==> src/rtl/rv32_ctrl_pkg.sv <==
// rv32_ctrl_pkg: shared encodings for the RV32I multi-cycle control path and its ALU decoder.
// Defining RV32M_MULDIV_EN adds the MULDIV state and the M-extension func7 code.
package rv32_ctrl_pkg;

    localparam logic [6:0] OP_R      = 7'b0110011;
    localparam logic [6:0] OP_IMM    = 7'b0010011;
    localparam logic [6:0] OP_LOAD   = 7'b0000011;
    localparam logic [6:0] OP_STORE  = 7'b0100011;
    localparam logic [6:0] OP_BRANCH = 7'b1100011;
    localparam logic [6:0] OP_LUI    = 7'b0110111;
    localparam logic [6:0] OP_AUIPC  = 7'b0010111;
    localparam logic [6:0] OP_JAL    = 7'b1101111;
    localparam logic [6:0] OP_JALR   = 7'b1100111;

    localparam logic [6:0] F7_BASE   = 7'b0000000;
    localparam logic [6:0] F7_ALT    = 7'b0100000;
`ifdef RV32M_MULDIV_EN
    localparam logic [6:0] F7_MULDIV = 7'b0000001;
`endif

    localparam logic [3:0] ALU_ADD  = 4'b0000;
    localparam logic [3:0] ALU_SUB  = 4'b0001;
    localparam logic [3:0] ALU_AND  = 4'b0010;
    localparam logic [3:0] ALU_OR   = 4'b0011;
    localparam logic [3:0] ALU_XOR  = 4'b0100;
    localparam logic [3:0] ALU_SLL  = 4'b0101;
    localparam logic [3:0] ALU_SRL  = 4'b0110;
    localparam logic [3:0] ALU_SRA  = 4'b0111;
    localparam logic [3:0] ALU_SLT  = 4'b1000;
    localparam logic [3:0] ALU_SLTU = 4'b1001;

    localparam logic [1:0] PC_PLUS4  = 2'b00;
    localparam logic [1:0] PC_TARGET = 2'b01;
    localparam logic [1:0] PC_JALR   = 2'b10;

    localparam logic [1:0] WB_ALU = 2'b00;
    localparam logic [1:0] WB_MEM = 2'b01;
    localparam logic [1:0] WB_PC4 = 2'b10;

    localparam logic [1:0] SRC_A_RS1  = 2'b00;
    localparam logic [1:0] SRC_A_PC   = 2'b01;
    localparam logic [1:0] SRC_A_ZERO = 2'b10;

    localparam logic [1:0] CAUSE_NONE    = 2'b00;
    localparam logic [1:0] CAUSE_ILLEGAL = 2'b01;
    localparam logic [1:0] CAUSE_TIMEOUT = 2'b10;

    typedef enum logic [2:0] {
        ST_FETCH,
        ST_DECODE,
        ST_EXECUTE,
        ST_MEMORY,
        ST_WRITEBACK,
        ST_TRAP
`ifdef RV32M_MULDIV_EN
        , ST_MULDIV
`endif
    } state_t;

    // alt selects SUB over ADD and SRA over SRL; callers decide when func7[5] is meaningful.
    function automatic logic [3:0] alu_op_from_func3(input logic [2:0] f3, input logic alt);
        case (f3)
            3'b000:  return alt ? ALU_SUB : ALU_ADD;
            3'b001:  return ALU_SLL;
            3'b010:  return ALU_SLT;
            3'b011:  return ALU_SLTU;
            3'b100:  return ALU_XOR;
            3'b101:  return alt ? ALU_SRA : ALU_SRL;
            3'b110:  return ALU_OR;
            default: return ALU_AND;
        endcase
    endfunction

endpackage

==> src/rtl/rv32_alu_decode.sv <==
// rv32_alu_decode: combinational opcode/func3/func7 to ALU op and legality, shared with the single-cycle core.
// Under RV32M_MULDIV_EN, R-type func7 = 0000001 is legal and flagged as a mul/div op.
module rv32_alu_decode
    import rv32_ctrl_pkg::*;
(
    input  logic [6:0] opcode,
    input  logic [2:0] func3,
    input  logic [6:0] func7,
    output logic [3:0] alu_op,
    output logic       legal
`ifdef RV32M_MULDIV_EN
    ,
    output logic       muldiv
`endif
);

    always_comb begin
        // NOTE: every output gets a default first so no path through the case infers a latch.
        alu_op = ALU_ADD;
        legal  = 1'b0;
`ifdef RV32M_MULDIV_EN
        muldiv = 1'b0;
`endif
        case (opcode)
            OP_R: begin
                if (func7 == F7_BASE ||
                    (func7 == F7_ALT && (func3 == 3'b000 || func3 == 3'b101))) begin
                    legal  = 1'b1;
                    alu_op = alu_op_from_func3(func3, func7[5]);
                end
`ifdef RV32M_MULDIV_EN
                else if (func7 == F7_MULDIV) begin
                    legal  = 1'b1;
                    muldiv = 1'b1;
                    alu_op = {1'b1, func3};
                end
`endif
            end
            OP_IMM: begin
                // In I-arith the func7 field is immediate bits except for the shift-right pair.
                legal  = 1'b1;
                alu_op = alu_op_from_func3(func3, (func3 == 3'b101) && func7[5]);
            end
            OP_LOAD, OP_STORE, OP_BRANCH, OP_LUI, OP_AUIPC, OP_JAL, OP_JALR: legal = 1'b1;
            default: legal = 1'b0;
        endcase
    end

endmodule

==> src/rtl/rv32_multicycle_ctrl.sv <==
// rv32_multicycle_ctrl: multi-cycle RV32I control FSM with illegal-opcode/memory-timeout traps and instret.
// Defining RV32M_MULDIV_EN adds the MULDIV state and the muldiv_start port.
module rv32_multicycle_ctrl
    import rv32_ctrl_pkg::*;
#(
    parameter int MEM_TIMEOUT = 16,
    parameter int CNT_W       = 32,
    parameter int MUL_LATENCY = 4
) (
    input  logic             clk,
    input  logic             rst,
    input  logic [6:0]       opcode,
    input  logic [2:0]       func3,
    input  logic [6:0]       func7,
    input  logic             mem_ready,
    input  logic             branch_taken,
    output logic             mem_read,
    output logic             mem_write,
    output logic             addr_sel,
    output logic             ir_write,
    output logic             pc_write,
    output logic [1:0]       pc_sel,
    output logic [1:0]       alu_src_a,
    output logic             alu_src_b,
    output logic [3:0]       alu_op,
    output logic             reg_write,
    output logic [1:0]       wb_sel,
    output logic             instr_retired,
    output logic [CNT_W-1:0] instret,
    output logic             trap,
    output logic [1:0]       trap_cause
`ifdef RV32M_MULDIV_EN
    ,
    output logic             muldiv_start
`endif
);

    localparam int WAIT_MAX = (MEM_TIMEOUT > MUL_LATENCY) ? MEM_TIMEOUT : MUL_LATENCY;
    localparam int WAIT_W   = (WAIT_MAX > 1) ? $clog2(WAIT_MAX + 1) : 1;

    state_t             state, next_state;
    logic [WAIT_W-1:0]  wait_cnt;
    logic [CNT_W-1:0]   instret_q;
    logic               trap_q;
    logic [1:0]         cause_q, next_cause;
    logic [3:0]         dec_alu_op;
    logic               dec_legal;
    logic               timed_out;
    logic               is_load, is_store;
`ifdef RV32M_MULDIV_EN
    logic               dec_muldiv;
`endif

    rv32_alu_decode u_alu_decode (
        .opcode (opcode),
        .func3  (func3),
        .func7  (func7),
        .alu_op (dec_alu_op),
        .legal  (dec_legal)
`ifdef RV32M_MULDIV_EN
        ,
        .muldiv (dec_muldiv)
`endif
    );

    assign is_load   = (opcode == OP_LOAD);
    assign is_store  = (opcode == OP_STORE);
    assign timed_out = (MEM_TIMEOUT != 0) && (int'(wait_cnt) + 1 >= MEM_TIMEOUT);

    always_comb begin
        next_state = state;
        next_cause = CAUSE_NONE;
        case (state)
            ST_FETCH: begin
                // A response arriving on the limit cycle still completes the fetch.
                if (mem_ready) begin
                    next_state = ST_DECODE;
                end else if (timed_out) begin
                    next_state = ST_TRAP;
                    next_cause = CAUSE_TIMEOUT;
                end
            end
            ST_DECODE: begin
                if (!dec_legal) begin
                    next_state = ST_TRAP;
                    next_cause = CAUSE_ILLEGAL;
                end
`ifdef RV32M_MULDIV_EN
                else if (dec_muldiv) next_state = ST_MULDIV;
`endif
                else next_state = ST_EXECUTE;
            end
            ST_EXECUTE: begin
                if (is_load || is_store)      next_state = ST_MEMORY;
                else if (opcode == OP_BRANCH) next_state = ST_FETCH;
                else                          next_state = ST_WRITEBACK;
            end
            ST_MEMORY: begin
                if (mem_ready) begin
                    next_state = is_load ? ST_WRITEBACK : ST_FETCH;
                end else if (timed_out) begin
                    next_state = ST_TRAP;
                    next_cause = CAUSE_TIMEOUT;
                end
            end
`ifdef RV32M_MULDIV_EN
            ST_MULDIV: if (int'(wait_cnt) + 1 >= MUL_LATENCY) next_state = ST_WRITEBACK;
`endif
            ST_WRITEBACK: next_state = ST_FETCH;
            ST_TRAP:      next_state = ST_TRAP;
            default:      next_state = ST_FETCH;
        endcase
    end

    always_ff @(posedge clk) begin
        // NOTE: non-blocking assignments so every register here samples pre-edge values.
        if (rst) begin
            state     <= ST_FETCH;
            wait_cnt  <= '0;
            instret_q <= '0;
            trap_q    <= 1'b0;
            cause_q   <= CAUSE_NONE;
        end else begin
            state <= next_state;
            if (next_state != state)  wait_cnt <= '0;
            else if (state != ST_TRAP) wait_cnt <= wait_cnt + 1'b1;
            if (instr_retired) instret_q <= instret_q + CNT_W'(1);
            if (next_state == ST_TRAP && state != ST_TRAP) begin
                trap_q  <= 1'b1;
                cause_q <= next_cause;
            end
        end
    end

    always_comb begin
        mem_read      = 1'b0;
        mem_write     = 1'b0;
        addr_sel      = 1'b0;
        ir_write      = 1'b0;
        pc_write      = 1'b0;
        pc_sel        = PC_PLUS4;
        alu_src_a     = SRC_A_RS1;
        alu_src_b     = 1'b0;
        alu_op        = ALU_ADD;
        reg_write     = 1'b0;
        wb_sel        = WB_ALU;
        instr_retired = 1'b0;
`ifdef RV32M_MULDIV_EN
        muldiv_start  = 1'b0;
`endif
        if (!rst) begin
            case (state)
                ST_FETCH: begin
                    mem_read = 1'b1;
                    ir_write = mem_ready;
                    pc_write = mem_ready;
                end
                ST_DECODE: begin
                    alu_src_a = SRC_A_PC;
                    alu_src_b = 1'b1;
                end
                ST_EXECUTE: begin
                    alu_op = dec_alu_op;
                    case (opcode)
                        OP_IMM, OP_LOAD, OP_STORE: alu_src_b = 1'b1;
                        OP_BRANCH: begin
                            pc_write      = branch_taken;
                            pc_sel        = PC_TARGET;
                            instr_retired = 1'b1;
                        end
                        OP_JAL: begin
                            pc_write = 1'b1;
                            pc_sel   = PC_TARGET;
                        end
                        OP_JALR: begin
                            alu_src_b = 1'b1;
                            pc_write  = 1'b1;
                            pc_sel    = PC_JALR;
                        end
                        OP_LUI: begin
                            alu_src_a = SRC_A_ZERO;
                            alu_src_b = 1'b1;
                        end
                        OP_AUIPC: begin
                            alu_src_a = SRC_A_PC;
                            alu_src_b = 1'b1;
                        end
                        default: alu_src_b = 1'b0;
                    endcase
                end
                ST_MEMORY: begin
                    addr_sel      = 1'b1;
                    mem_read      = is_load;
                    mem_write     = is_store;
                    instr_retired = is_store && mem_ready;
                end
`ifdef RV32M_MULDIV_EN
                ST_MULDIV: begin
                    alu_op       = dec_alu_op;
                    muldiv_start = (wait_cnt == '0);
                end
`endif
                ST_WRITEBACK: begin
                    reg_write     = 1'b1;
                    instr_retired = 1'b1;
                    if (is_load)                                   wb_sel = WB_MEM;
                    else if (opcode == OP_JAL || opcode == OP_JALR) wb_sel = WB_PC4;
                    else                                           wb_sel = WB_ALU;
                end
                default: instr_retired = 1'b0;
            endcase
        end
    end

    assign instret    = rst ? '0 : instret_q;
    assign trap       = rst ? 1'b0 : trap_q;
    assign trap_cause = rst ? CAUSE_NONE : cause_q;

endmodule

==> config.mk <==
export PLATFORM = sky130hd
export DESIGN_NAME = rv32_multicycle_ctrl
export DESIGN_NICKNAME = d
export VERILOG_FILES = /design/src/rtl/rv32_ctrl_pkg.sv /design/src/rtl/rv32_alu_decode.sv /design/src/rtl/rv32_multicycle_ctrl.sv
export SDC_FILE = /design/constraint.sdc
export NUM_CORES = 1
export LEC_CHECK = 0
export ABC_AREA = 1
export BUFFER_PORTS_ARGS = -buffer_cell sky130_fd_sc_hd__buf_2
export CAP_MARGIN = 20
export CORE_UTILIZATION = 36
export DETAILED_ROUTE_END_ITERATION = 7
export PLACE_DENSITY_LB_ADDON = 0.15
export SYNTH_ARGS = -nofsm -noshare
export SYNTH_HDL_FRONTEND = slang
export SYNTH_SLANG_ARGS = --single-unit
==> constraint.sdc <==
create_clock -name clk -period 2.4 [get_ports clk]
set_clock_uncertainty 0.1 [all_clocks]
set_input_delay 0.36 -clock clk [delete_from_list [all_inputs] [get_ports clk]]
set_output_delay 0.36 -clock clk [all_outputs]
set_load 0.02 [all_outputs]
==> flow_summary.ini <==
[outcome]
status = finished, final reports clean

[die]
fp.dieW_um = 95.9
initial_core_util_pct = 37.9
fp.dieH_um = 95.9
core_mm2 = 0.00838
dieArea_mm2 = 0.00920
ios = 74
rows = 33

[setup_path]
cp_num_cells = 7
crit_required_ns = 1.94
cp_num_buf_inv = 3
crit_path_cell_trace = inv_2 -> nor2_4 -> nand2_4 -> nor2_8 -> inv_1 -> nor4_1 -> buf_2
arrival_ns = 1.70
critPathKind = flop to primary output
startpoint_type = flop
worst-path-max-fanout = 7
worst-r2r-cell-count = 12
worstSetupEndpointType = primary output
critPathTopFamily = simple AND/OR/NAND/NOR gates
cp_slowest_cell = dfxtp_1
slowest_delay_ns = 0.40

[cts]
cts_max_path_buffers = 2
cts_max_level = 2
root_buffer = clkbuf_8
post_cts_buffers = 0
cts_tree = done
ctsHoldBuffers = 0
clkTransAtPathRegs_ns = 0.08
cts_resized = 0
cts.sinks = 43
clock_latency_ns = 0.30
tritoncts.num_buffers = 5

[hold_path]
holdPathStages = 2
hp-class = flop to flop

[place]
placed_cell_area_mm2 = 0.00361
hpwl_um = 6510
placedCellCount = 679
gp_congestion = 0.830
io_buffers = 73

[layout]
fin_cells = 687
antenna_cells = 0
layout_common_cells = nand2_1 (100), nor2_1 (83), buf_2 (73)
drive_gt1_share_pct = 23.5
fillerInstances = 948
nets = 604
final_common_cell = nand2_1
stdcell_area_mm2 = 0.00373
fin_util_pct = 44.5
area_delta_synth_final_pct = 17.5

[grt]
grt.total_usage_pct = 19.4
antenna_found_initial = 0
grt_overflow_total = 0
grt_pass1_vias = 3155
grt_max_degree = 55
grt_first_pass_wirelength_um = 14000

[power_and_ir_drop]
seqPwrFrac_pct = 44.9
intPower_mw = 1.19
power_frac_clock_pct = 34.3
pwr_density_cell_mw_per_mm2 = 460
sw_frac_of_total_pct = 30.6
ir_drop_mv = 0.279
leakagePower_nw = 1.68
combPwrFrac_pct = 20.8
switching_power_mw = 0.525

[routing]
routedWlPerCell_um = 12.1
ant_nets = 0
via_per_inst = 4.87
drt-pass1-iter-count = 4
drt-total-wl_um = 8310
drt_iter0_markers = 129
drc = 0
num_vias = 3345

[sta]
min_period_ns = 2.16
slew_viol_final = 0
worstMarginPinSlew_ns = 0.547
max_freq_mhz = 462
tns_ns = 0
rsz0062_at_grt = no
setup_viol = 0
hold_viol = 0
relSlewSlack_pct = 63.2
fin_crit_sh_pct = 90.1

[yosys]
syn_nets = 534
post_synth_num_cell_types = 40
synth_seq_cells = 43
yosysSeqAreaShare_pct = 27.1
synthesis.instances = 511
synth_area_mm2 = 0.00317
synth.avg_cell_area_um2 = 6.21
yosysWarnings = 0

[run]
drv_cap = 0
cell families (layout without fill, tap and decap cells):
family                     Yosys count  count (layout)  share of synthesized area [%]
muxes                                1               1                          0.315
AOI/OAI and AO/OA                   62              62                           10.6
adders and majority gates            2               2                          0.788
and+or+nand+nor                    288             288                           44.3
xor gates and xnor gates            14              14                           3.86
DFF                                 43              43                           27.1
buffers and inverters              101             172                           13.0
metrics by stage:
stage / power [mW] / hold WS (ns) / setup slack, ns
final: 1.72 / 0.374 / 0.237
after global routing: 1.81 / 0.409 / 0.123
after global placement: 1.14 / 0.360 / 0.281
after CTS: 1.75 / 0.370 / 0.213
after floorplan: 1.05 / 0.344 / 0.338
after detailed placement: 1.15 / 0.369 / 0.303
worst min-delay path: stages (launching register included):
cell and delay, ns:
dfxtp_1 0.31, nand2_1 0.06, a21oi_1 0.06
cells in the mapped netlist, drive strengths merged:
library cell	instances	area (um^2)
a31oi	1	6.26
a21boi	2	15.0
nand3b	1	7.51
o211ai	1	7.51
a21oi	34	170
nor3	30	185
nand3	30	198
or2	2	12.5
nand2	105	417
ha	2	25.0
inv	87	327
nor2	96	417
buf	8	65.1
nor4	8	50.1
xnor2	1	8.76
o21a	5	37.5
o21ai	18	90.1
xor2	13	114
mux2i	1	10.0
dfxtp	43	861
clkbuf	6	22.5
and3	1	6.26
nor3b	1	12.5
nand4	14	100
a32o	1	10.0
per-layer routing:
metal / up-vias / GRT usage (%) / wire length [um]
met3: 10 / 2.61 / 344
met5: - / 0 / 0
met1: 1469 / 23.7 / 3880
met4: 0 / 6.47 / 119
met2: 87 / 34.8 / 3970
li1: 1779 / - / -
state kept, by name, summed over array words and instances, names as in the netlist:
signal     count
state          3
instret_q     32
wait_cnt       5
trap_q         1
cause_q        2
area by class of cell:
type | instances | area [um^2] | share of cell area (%)
well taps | 105 | 131 | 3.52
inverters | 87 | 327 | 8.75
multi-input cells | 367 | 1900 | 50.9
repair buffers | 77 | 395 | 10.6
clock buffers | 6 | 82.6 | 2.21
flip-flops and latches | 43 | 861 | 23.1
clock inverters | 2 | 35.0 | 0.939
path summary, 6_finish.rpt:
path              endpoint           from  slack, ns
min          instret_q[31]  instret_q[31]       0.37
max reg2reg  instret_q[18]   instret_q[1]       0.40
max              alu_op[1]       state[1]       0.24
min reg2reg  instret_q[31]  instret_q[31]       0.37
power by group through the flow:
stage / Combinational, mW / Sequential (mW) / Clock (mW)
detailed placement: 0.359 / 0.787 / 0
global placement: 0.352 / 0.787 / 0
floorplan: 0.280 / 0.775 / 0
finish: 0.357 / 0.771 / 0.589
global route: 0.404 / 0.775 / 0.635
CTS: 0.361 / 0.771 / 0.619
(Power assumes the default switching activity.)
